**config.mk**
```make
export PLATFORM = sky130hd
export DESIGN_NAME = spi_slave
export DESIGN_NICKNAME = d
export VERILOG_FILES = /design/src/rtl/spi_pkg.sv /design/src/rtl/spi_sync.sv /design/src/rtl/spi_slave.sv
export SDC_FILE = /design/constraint.sdc
export NUM_CORES = 1
export LEC_CHECK = 0
export ABC_CLOCK_PERIOD_IN_PS = 3900
export CAP_MARGIN = 20
export CORE_MARGIN = 2
export CORE_UTILIZATION = 50
export DETAILED_ROUTE_END_ITERATION = 10
export GPL_TIMING_DRIVEN = 1
export HOLD_SLACK_MARGIN = 0.03
export PLACE_DENSITY = 0.74
export SYNTH_ARGS = -nofsm -noshare
export SYNTH_HDL_FRONTEND = slang
export SYNTH_SLANG_ARGS = --single-unit
```
**constraint.sdc**
```tcl
create_clock -name clk -period 3.9 [get_ports clk]
set_clock_uncertainty 0.15 [all_clocks]
set_input_delay 0.585 -clock clk [delete_from_list [all_inputs] [get_ports clk]]
set_output_delay 0.585 -clock clk [all_outputs]
set_load 0.05 [all_outputs]
```
**src/rtl/spi_pkg.sv**
```systemverilog
// spi_pkg: definitions shared by spi_slave and spi_master.
//   SPI_WORD_SIZE : default bits per SPI word
//   SPI_TX_IDLE   : word driven on miso when no tx word is queued
//                   (truncated to the word size at the point of use)
//   ST_IDLE/ST_ACTIVE : link FSM state encodings
`timescale 1ns/1ps
package spi_pkg;

   localparam int unsigned SPI_WORD_SIZE = 8;
   localparam logic [15:0] SPI_TX_IDLE   = 16'hFFFF;

   localparam logic [0:0] ST_IDLE   = 1'b0;
   localparam logic [0:0] ST_ACTIVE = 1'b1;

endpackage

```
**src/rtl/spi_sync.sv**
```systemverilog
// spi_sync: two-flop synchroniser for one asynchronous pin, followed by a
// previous-value flop that provides edge detection.
//   clk   in  system clock
//   rst   in  synchronous active-high reset; every flop clears to 0
//   din   in  asynchronous pin
//   level out synchronised level
//   rise  out one-cycle pulse on a synchronised 0->1 transition
//   fall  out one-cycle pulse on a synchronised 1->0 transition
`timescale 1ns/1ps
module spi_sync (
   input  logic clk,
   input  logic rst,
   input  logic din,
   output logic level,
   output logic rise,
   output logic fall
);

   logic meta;
   logic sync;
   logic prev;

   // Clearing to 0 means a chip select held low across reset does not produce
   // a falling edge; the slave waits for a fresh select.
   always_ff @(posedge clk) begin
      if (rst) begin
         meta <= 1'b0;
         sync <= 1'b0;
         prev <= 1'b0;
      end else begin
         meta <= din;
         sync <= meta;
         prev <= sync;
      end
   end

   always_comb begin
      level = sync;
      rise  = sync & ~prev;
      fall  = ~sync & prev;
   end

endmodule

```
**src/rtl/spi_slave.sv**
```systemverilog
// spi_slave: SPI mode 0 responder (CPOL=0, CPHA=0), MSB first, one chip select.
//   clk, rst    system clock, synchronous active-high reset
//   sck, cs_n, mosi  asynchronous SPI pins from the master
//   miso, miso_oe    slave data out and pad output enable (high while selected)
//   tx_data/tx_valid/tx_ready  parallel word into the tx holding register
//   rx_data/rx_valid           last complete received word, one-cycle strobe
//   tx_underrun                pulse when tx_idle is substituted at a word start
`timescale 1ns/1ps
module spi_slave
   import spi_pkg::*;
#(
   parameter int unsigned          word_size = SPI_WORD_SIZE,
   parameter logic [word_size-1:0] tx_idle   = word_size'(SPI_TX_IDLE)
) (
   input  logic                 clk,
   input  logic                 rst,
   input  logic                 sck,
   input  logic                 cs_n,
   input  logic                 mosi,
   output logic                 miso,
   output logic                 miso_oe,
   input  logic [word_size-1:0] tx_data,
   input  logic                 tx_valid,
   output logic                 tx_ready,
   output logic [word_size-1:0] rx_data,
   output logic                 rx_valid,
   output logic                 tx_underrun
);

   localparam int unsigned CW = $clog2(word_size + 1);

   logic sck_level_unused, sck_rise, sck_fall;
   logic cs_level_unused, cs_rise, cs_fall;
   logic mosi_sync, mosi_rise_unused, mosi_fall_unused;

   logic [0:0]           state;
   logic [CW-1:0]        count;
   logic [word_size-1:0] shift_in;
   logic [word_size-1:0] shift_out;
   logic [word_size-1:0] hold;
   logic                 hold_full;
   logic                 take_word;

   spi_sync u_sync_sck (
      .clk   (clk),
      .rst   (rst),
      .din   (sck),
      .level (sck_level_unused),
      .rise  (sck_rise),
      .fall  (sck_fall)
   );

   spi_sync u_sync_cs (
      .clk   (clk),
      .rst   (rst),
      .din   (cs_n),
      .level (cs_level_unused),
      .rise  (cs_rise),
      .fall  (cs_fall)
   );

   spi_sync u_sync_mosi (
      .clk   (clk),
      .rst   (rst),
      .din   (mosi),
      .level (mosi_sync),
      .rise  (mosi_rise_unused),
      .fall  (mosi_fall_unused)
   );

   // A new tx word is needed on select and on the falling sck that closes
   // each word (count has wrapped to 0). A simultaneous cs_rise cancels it.
   always_comb begin
      take_word = 1'b0;
      if (state == ST_IDLE)
         take_word = cs_fall;
      else if (!cs_rise && sck_fall && count == '0)
         take_word = 1'b1;
   end

   always_ff @(posedge clk) begin
      if (rst) begin
         state       <= ST_IDLE;
         count       <= '0;
         shift_in    <= '0;
         shift_out   <= '0;
         hold        <= '0;
         hold_full   <= 1'b0;
         rx_data     <= '0;
         rx_valid    <= 1'b0;
         tx_underrun <= 1'b0;
      end else begin
         rx_valid    <= 1'b0;
         tx_underrun <= 1'b0;

         // Load only when empty; a take in the same cycle finds it empty and
         // substitutes tx_idle, so the two never contend for hold_full.
         if (tx_valid && !hold_full) begin
            hold      <= tx_data;
            hold_full <= 1'b1;
         end

         if (take_word) begin
            if (hold_full) begin
               shift_out <= hold;
               hold_full <= 1'b0;
            end else begin
               shift_out   <= tx_idle;
               tx_underrun <= 1'b1;
            end
         end

         case (state)
            ST_IDLE: begin
               count <= '0;
               if (cs_fall)
                  state <= ST_ACTIVE;
            end
            ST_ACTIVE: begin
               if (cs_rise) begin
                  state <= ST_IDLE;
                  count <= '0;
               end else if (sck_rise) begin
                  shift_in <= {shift_in[word_size-2:0], mosi_sync};
                  if (count == CW'(word_size - 1)) begin
                     rx_data  <= {shift_in[word_size-2:0], mosi_sync};
                     rx_valid <= 1'b1;
                     count    <= '0;
                  end else begin
                     count <= count + CW'(1);
                  end
               end else if (sck_fall && count != '0) begin
                  shift_out <= {shift_out[word_size-2:0], 1'b0};
               end
            end
            default: state <= ST_IDLE;
         endcase
      end
   end

   always_comb begin
      miso     = shift_out[word_size-1];
      miso_oe  = (state == ST_ACTIVE);
      tx_ready = ~hold_full;
   end

endmodule

```
[Word-level counts from Yosys, hierarchy flattened]
Cells that the tools add are included.
Word-level totals
  bits in registers: 47
  bits of input ports: 14
  output and inout bits: 13
  logic and storage cells: 65
Cells by class
  add/sub/neg operators: 1
  equality and inequality tests: 2
  muxes and demuxes: 20
  bitwise operators: 13
  reductions and logical operators: 12
Operator list (number)
  2-to-1 mux 8 bit: 6
  2-to-1 mux 4 bit: 3
  2-to-1 mux 1 bit: 9
  inverter 1 bit: 9
  one-hot mux 4 bit (2 select lines): 1
  adder 4 x 1 -> 4 bit, second input constant: 1
  bitwise AND 1 bit: 4
  equality test 4 x 3 -> 1 bit, second input constant: 1
  logical AND 1 bit: 4
  logical NOT 4 bit: 1
  AND reduction 4 bit: 1
  nonzero test 4 bit: 1
  OR reduction 4 bit: 1
  != test 3 bit, second input constant: 1
  AND reduction 3 bit: 1
  logical NOT 1 bit: 2
  one-hot mux 1 bit (2 select lines): 1
  OR reduction 2 bit: 1

[Longest topological paths before layout]
Gate-level depths: netlist of the first run.
  depth after elaboration: 12
  depth in mapped cells: 7

[Cells and area by module]
Synthesis of the first run repeated with hierarchy kept, for this count alone.
Second synthesis, totals
  cells, all modules: 192
  area, all modules: 1835.5 um2
Modules (own cells, without submodules)
  spi_slave: instances 1, cells each 168, area each 1561.5 um2, sequential area each 780.7 um2
  spi_sync: instances 3, cells each 8, area each 91.3 um2, sequential area each 60.1 um2

[Least setup slack after synthesis of the first run]
OpenSTA, ideal clock, no wires.
  kind: register to register
  start point: reg state (netlist: miso_oe)
  end point: reg shift_out[1]
  setup time: 0.117 ns
  arrival: 1.585 ns
  data required time: 3.633 ns
  slack: 2.048 ns
  cell stages (with the launch flop): 6
  path buffers: 1
  clock period less this slack: 1.852 ns
  path through: dfxtp_1 > and4bb_1 > a32o_1 > buf_2 > nand3b_1 > a22o_1
On the way
  cells in the longest elaborated chain, start to end: 6
RTL lines
  start: declaration: line spi_slave.sv:36  | logic [0:0] state;
  start signal: assignment: line spi_slave.sv:83  | state <= ST_IDLE;
  start signal: assignment: line spi_slave.sv:117  | state <= ST_ACTIVE;
  start signal: assignment: line spi_slave.sv:121  | state <= ST_IDLE;
  2-to-1 mux 1 bit: line spi_slave.sv:75  | if (state == ST_IDLE)
  2-to-1 mux 8 bit: line spi_slave.sv:103  | if (take_word) begin
  2-to-1 mux 8 bit: line spi_slave.sv:132  | end else if (sck_fall && count != '0) begin
  2-to-1 mux 8 bit: line spi_slave.sv:123  | end else if (sck_rise) begin
  2-to-1 mux 8 bit: line spi_slave.sv:120  | if (cs_rise) begin
  2-to-1 mux 8 bit *: line spi_slave.sv:113  | case (state)
  end signal: assignment: line spi_slave.sv:105  | shift_out <= hold;
  end signal: assignment: line spi_slave.sv:108  | shift_out <= tx_idle;
  end signal: assignment: line spi_slave.sv:133  | shift_out <= {shift_out[word_size-2:0], 1'b0};
  end: declaration: line spi_slave.sv:39  | logic [word_size-1:0] shift_out;
Every way passes the cells marked *; elsewhere a longest branch is shown, timed or not.
A chain may end at the register's enable or synchronous reset.

[Final worst setup path of the first run]
  start point: reg hold_full
  end point: out tx_ready
On the way
  cells in the longest elaborated chain, start to end: 1
RTL lines
  start: declaration: line spi_slave.sv:41  | logic hold_full;
  start signal: assignment: line spi_slave.sv:88  | hold_full <= 1'b0;
  start signal: assignment: line spi_slave.sv:100  | hold_full <= 1'b1;
  start signal: assignment: line spi_slave.sv:106  | hold_full <= 1'b0;
  inverter 1 bit: line spi_slave.sv:144  | tx_ready = ~hold_full;
  end: declaration: line spi_slave.sv:24  | output logic tx_ready,
No other way between the ends.

==> out/metrics.yaml, run 1 <==
run_status:
  status: "complete, no violations"
min_path:
  hp-class: "register to register"
  worstHoldEndpoint: "u_sync_mosi.level"
  min_from: "u_sync_mosi.meta"
  min_path_cells: 1
critical_path:
  cp.arrival_ps: 1680
  setup.worst_path.end_class: "primary output"
  path_max_fanout: 11
  cpPeakStageDelay_ps: 720
  worstReg2RegStart: "count[0]"
  reg2reg_to: "rx_data[7]"
  reg2reg_slack_ps: 1950
  start_kind: "register"
  startpoint: "hold_full"
  worstPathRequired_ps: 3160
  cpMaxStageDelayCell: "clkdlybuf4s50_1"
  path_class: "register to primary output"
  r2r_cells: 5
  path_cells: "inv_1 > clkdlybuf4s50_1"
sta:
  finalSetupTns_ps: 0
  worst_slack_ps: 1480
  rsz0062_at_grt: "false"
  hold_viol_final: 0
  relSlewSlack_pct: 61.2
  worst_slew_pin_slew_ps: 580
  fmax_mhz: 414
  finalCritPeriodShare_pct: 62.0
  setup_viol_count_final: 0
  finalMaxSlewViolations: 0
  period_needed_ps: 2420
yosys:
  syn_inst: 202
  seq_area_frac_synth_pct: 50.4
  syn_area_um2: 1870
  synth_fp_nets: 218
  synth.distinct_cells: 31
  yosys.area.top_type: "dfxtp_1"
  ys_top_cells_by_area: "dfxtp_1 50%, mux2i_1 8.0%, nor2b_1 4.4%, nand2_1 4.2%, nor2_1 4.0%"
  syn_avg_cell_area_um2: 9.24
  synth_top_area_share_pct: 50.4
  synth_warnings: 0
  ys_ff_latch: 47
finish:
  finalCoreUtilization_pct: 61.4
  area_growth_pct: 19.7
  layout_commonest_cell: "dfxtp_1"
  mostFrequentLayoutCells: "47 x dfxtp_1, 26 x clkdlybuf4s50_1, 21 x nand2_1"
  num-fill-cells: 345
  drive_gt1_share_pct: 5.31
  insertedDiodeCount: 0
  final_nets: 241
run:
  cap_violations: 0
floorplanning:
  fp.dieW_um: 65.1
  pin_count: 27
  initial_utilization_pct: 51.3
  die-area_um2: 4240
  row_count: 22
  core_um2: 3630
  die_height_um: 65.1
routing:
  ant_nets: 0
  viasPerCell: 5.36
  drc_errors: 0
  wire_per_inst_um: 12.9
  vias: 1469
  drt_pass1_iterations: 4
  drtIter0Drc: 77
  routed_wl_um: 3540
cts:
  cts.repair.resized: 0
  htreeDepth: 2
  clkSlewWorstSetupHoldPaths_ps: 90
  hold_buffers: 0
  tritoncts: "yes"
  clockBufferDepth: 2
  numCtsBuffers: 5
  clk_latency_ps: 300
  cts.sinks: 47
  cts_root_buffer: "clkbuf_8"
  post_cts_buffers: 0
power_and_ir_drop:
  p_per_area_nw_per_um2: 394
  power_leakage_nw: 0.900
  ir_drop_mv: 0.231
placed_design:
  io_buffers: 26
  place.gp.congestion: 0.765
  place_ws_ps: 1500
  hpwl_um: 2530
grt:
  grt-ovfl-total: 0
  grt_max_degree: 45
  first_global_vias: 1468
  antenna_found_initial: 0
  grt_pass1_wl_um: 6440
  grtUsageTotal_pct: 19.7
how the worst max path moves through the flow:
stage | to | slack (ps) | cells after the start
after floorplan | shift_out[1] | 2050 | 5
after CTS | tx_ready | 1470 | 2
after global routing | tx_ready | 1390 | 2
final | tx_ready | 1480 | 2
after global placement | shift_out[6] | 1530 | 5
after detailed placement | shift_out[4] | 1500 | 5
final cells by class:
type	instances	area (um^2)	area share, %
clock buffers	5	68.8	3.08
well taps	48	60.1	2.69
flip-flops and latches	47	941	42.2
repair buffers	27	268	12.0
inverters	4	15.0	0.673
multi-input cells	140	860	38.5
clock inverters	3	20.0	0.897
through the flow:
stage	power, mW	cell area, um^2	hold slack, ps	cells
3_3_place_gp	0.603	2140	269	266
3_5_place_dp	0.609	2140	274	266
2_1_floorplan	0.579	1870	264	202
4_1_cts	0.890	2230	295	274
5_1_grt	0.925	2230	310	274
6_report	0.879	2230	290	274
cell usage after synthesis:
cell type  instances
a32o_1             1
or3_1              1
xor2_1             1
nor2_1            20
and4bb_1           1
nor2b_1           13
nor2b_2            1
a22o_1             7
mux2i_1           15
o21ai_0           15
inv_2              1
or3_4              1
dfxtp_1           47
a31oi_1            8
nand2b_1           3
nor3_1             1
a21oi_1           13
nand3_1            2
nand2_1           21
clkbuf_1           4
nand4_1            2
and3b_1            1
and2b_1            1
buf_2              4
nand3b_1           8
nor3b_1            1
ha_1               2
o211a_1            1
buf_4              1
buf_1              2
inv_1              3
critical path, delay by kind of cell (launching register included):
kind | cells | cell delay [ps]
buffers and inverters | 2 | 850
DFF | 1 | 530
logic make-up after synthesis:
logic type | after synthesis | synth area share (%)
buf+inv | 15 | 3.49
simple gates | 77 | 21.7
compound gates | 45 | 14.6
flops | 47 | 50.4
fa+ha+maj | 2 | 1.34
xor+xnor | 1 | 0.470
mux | 15 | 8.05
state kept, by name, summed over array words and instances (netlist names), 4 cells and up:
name / flops
hold: 8
rx_data: 8
shift_out: 8
shift_in: 7
count: 4
layer usage:
layer	track usage [%]	vias to the layer above	share of wire, %
met5	0	-	0
met4	7.81	0	1.5
met3	5.38	6	5.0
met2	34.3	34	48
met1	22.9	693	45
li1	-	736	-
where the power goes:
part           leakage (nW)  internal [mW]  total [mW]  switching (mW)
clock network        0.0402          0.125       0.281           0.157
logic                 0.477         0.0406      0.0844          0.0438
registers             0.383          0.499       0.513          0.0141
total                 0.900          0.664       0.879           0.215
Note: power is estimated with default switching activity, not from simulation.
==> run 2: changes to the inputs <==
- ABC_CLOCK_PERIOD_IN_PS: 3900 -> 2000
- CORE_UTILIZATION: 50 -> 48
- PLACE_DENSITY: 0.74 -> 0.75
- clock period: 3.9 -> 2 ns (I/O delays scaled with it)
==> out/metrics.yaml, run 2 (same netlist as run 1, synthesis figures left out) <==
critical_path:
  cpMaxStageDelayCell: "clkdlybuf4s50_1"
  setup.worst_path.end_class: "primary output"
  cp.arrival_ps: 1450  # -230 ps
  cpPeakStageDelay_ps: 800  # +80 ps
  critPathBufInv: 1  # -1
  start_kind: "register"
  path_cells: "clkdlybuf4s50_1"
  path_class: "register to primary output"
  crit_family: "buffers and inverters"
  path_max_fanout: 3  # -8
  worstPathRequired_ps: 1550  # -1610 ps
cts:
  hold_buffers: 0  # unchanged
  clkSlewWorstSetupHoldPaths_ps: 90  # about the same
  cts.sinks: 47  # unchanged
  post_cts_buffers: 0  # unchanged
  cts.repair.resized: 0  # unchanged
  clk_latency_ps: 300  # about the same
  clockBufferDepth: 2  # unchanged
  cts_root_buffer: "clkbuf_8"
  tritoncts: "yes"
  htreeDepth: 2  # unchanged
  numCtsBuffers: 5  # unchanged
floorplanning:
  pin_count: 27  # unchanged
  die_height_um: 66.3  # +1.9%
  die-area_um2: 4400  # +3.9%
  core_um2: 3690  # +1.5%
  row_count: 22  # unchanged
  initial_utilization_pct: 50.6  # -0.77 points
  fp.dieW_um: 66.3  # +1.9%
routing:
  drc_errors: 0  # unchanged
  viasPerCell: 5.26  # -1.9%
  routed_wl_um: 3540  # +0.11%
  drt_pass1_iterations: 4  # unchanged
  vias: 1462  # -0.48%
  ant_nets: 0  # unchanged
  drtIter0Drc: 80  # +3.9%
  wire_per_inst_um: 12.7  # -1.3%
power_and_ir_drop:
  p_per_area_nw_per_um2: 782  # +99%
  switching_share_pct: 24.5  # +0.12 points
  p_clk_share_pct: 34.1  # +2.1 points
  internal_power_mw: 1.34  # +100%
  pwr-share-comb_pct: 9.8  # +0.2 points
  switchingPower_mw: 0.435  # +100%
  sequentialPowerShare_pct: 56.2  # -2.2 points
  ir_drop_mv: 0.555  # +140%
  power_leakage_nw: 0.930  # +3.2%
grt:
  grt-ovfl-total: 0  # unchanged
  first_global_vias: 1330  # -9.4%
  antenna_found_initial: 0  # unchanged
  grt_pass1_wl_um: 5910  # -8.2%
  grtUsageTotal_pct: 17.7  # -2.0 points
  grt_max_degree: 44  # -2.2%
placed_design:
  hpwl_um: 2360  # -6.7%
  io_buffers: 26  # unchanged
  place_ws_ps: 180  # -1320 ps
  place.gp.congestion: 0.788  # +3.1%
  place_inst: 270  # +1.5%
min_path:
  hp-class: "register to register"
sta:
  finalCritPeriodShare_pct: 95.1
  finalSetupTns_ps: 0  # unchanged
  relSlewSlack_pct: 66.6  # +5.4 points
  period_needed_ps: 1900
  hold_viol_final: 0  # unchanged
  worst_slack_ps: 98.3  # -1390 ps
  worst_slew_pin_slew_ps: 499  # -80.7 ps
  setup_viol_count_final: 0  # unchanged
  rsz0062_at_grt: "false"
  finalMaxSlewViolations: 0  # unchanged
  fmax_mhz: 526
run:
  cap_violations: 0  # unchanged
finish:
  reg_top3: "hold (8), rx_data (8), shift_out (8)"
  area_growth_pct: 21.5
  layout.cells.non_filler: 278  # +1.5%
  final_nets: 245  # +1.7%
  drive_gt1_share_pct: 7.83  # +2.5 points
  mostFrequentLayoutCells: "47 x dfxtp_1, 24 x clkdlybuf4s50_1, 21 x nand2_1"
  insertedDiodeCount: 0  # unchanged
  layout_commonest_cell: "dfxtp_1"
  num-fill-cells: 332  # -3.8%
run_status:
  status: "complete, no violations"
## run 2: metrics by stage
| stage | util [%] | power (mW) | hold slack, ps | cell area (um^2) |
|---|---|---|---|---|
| floorplan | - | 1.13 | 264 | 1870 |
| global placement | 58.8 | 1.19 | 269 | 2170 |
| detailed placement | 58.8 | 1.19 | 274 | 2170 |
| CTS | 61.5 | 1.78 | 290 | 2270 |
| global route | 61.5 | 1.85 | 294 | 2270 |
| finish | 61.5 | 1.77 | 289 | 2270 |
## run 2: final cells by class
cell class	instances	area, um^2	share of cell area (%)
multi-input combinational	140	860	37.9
clock inverter	2	16.3	0.717
tap	48	60.1	2.65
sequential	47	941	41.5
inverter	4	15.0	0.662
timing repair buffer	31	293	12.9
clock buffer	6	82.6	3.64
## run 2: worst reg2reg max path, stage by stage (launching register included)
cell and delay (ps):
dfxtp_1 350, inv_1 70, ha_1 160, and4bb_1 230, a32o_1 400, nand3b_1 140
a22o_1 210
## run 2: final timing paths
path | start | end | slack, ps | cells past startpoint
setup / recovery | shift_out[7] | miso | 100 | 1
hold / removal | u_sync_cs.meta | u_sync_cs.level | 290 | 1
setup reg to reg | count[0] | shift_out[4] | 200 | 6
hold reg to reg | u_sync_cs.meta | u_sync_cs.level | 290 | 1
## run 2: routing by layer
layer  share of wire (%)  vias to the layer above  track usage [%]
met5                   0                        -                0
met4                 2.2                        0             9.69
met3                 3.3                        7             3.75
met2                  42                       28             26.3
met1                  52                      674             23.8
li1                    -                      753                -
## run 2: power groups by stage
stage	clock, mW	combinational (mW)	sequential (mW)
2_1_floorplan	0	0.105	1.02
3_3_place_gp	0	0.170	1.02
3_5_place_dp	0	0.172	1.02
4_1_cts	0.616	0.173	0.996
5_1_grt	0.654	0.194	1.00
6_report	0.604	0.173	0.996
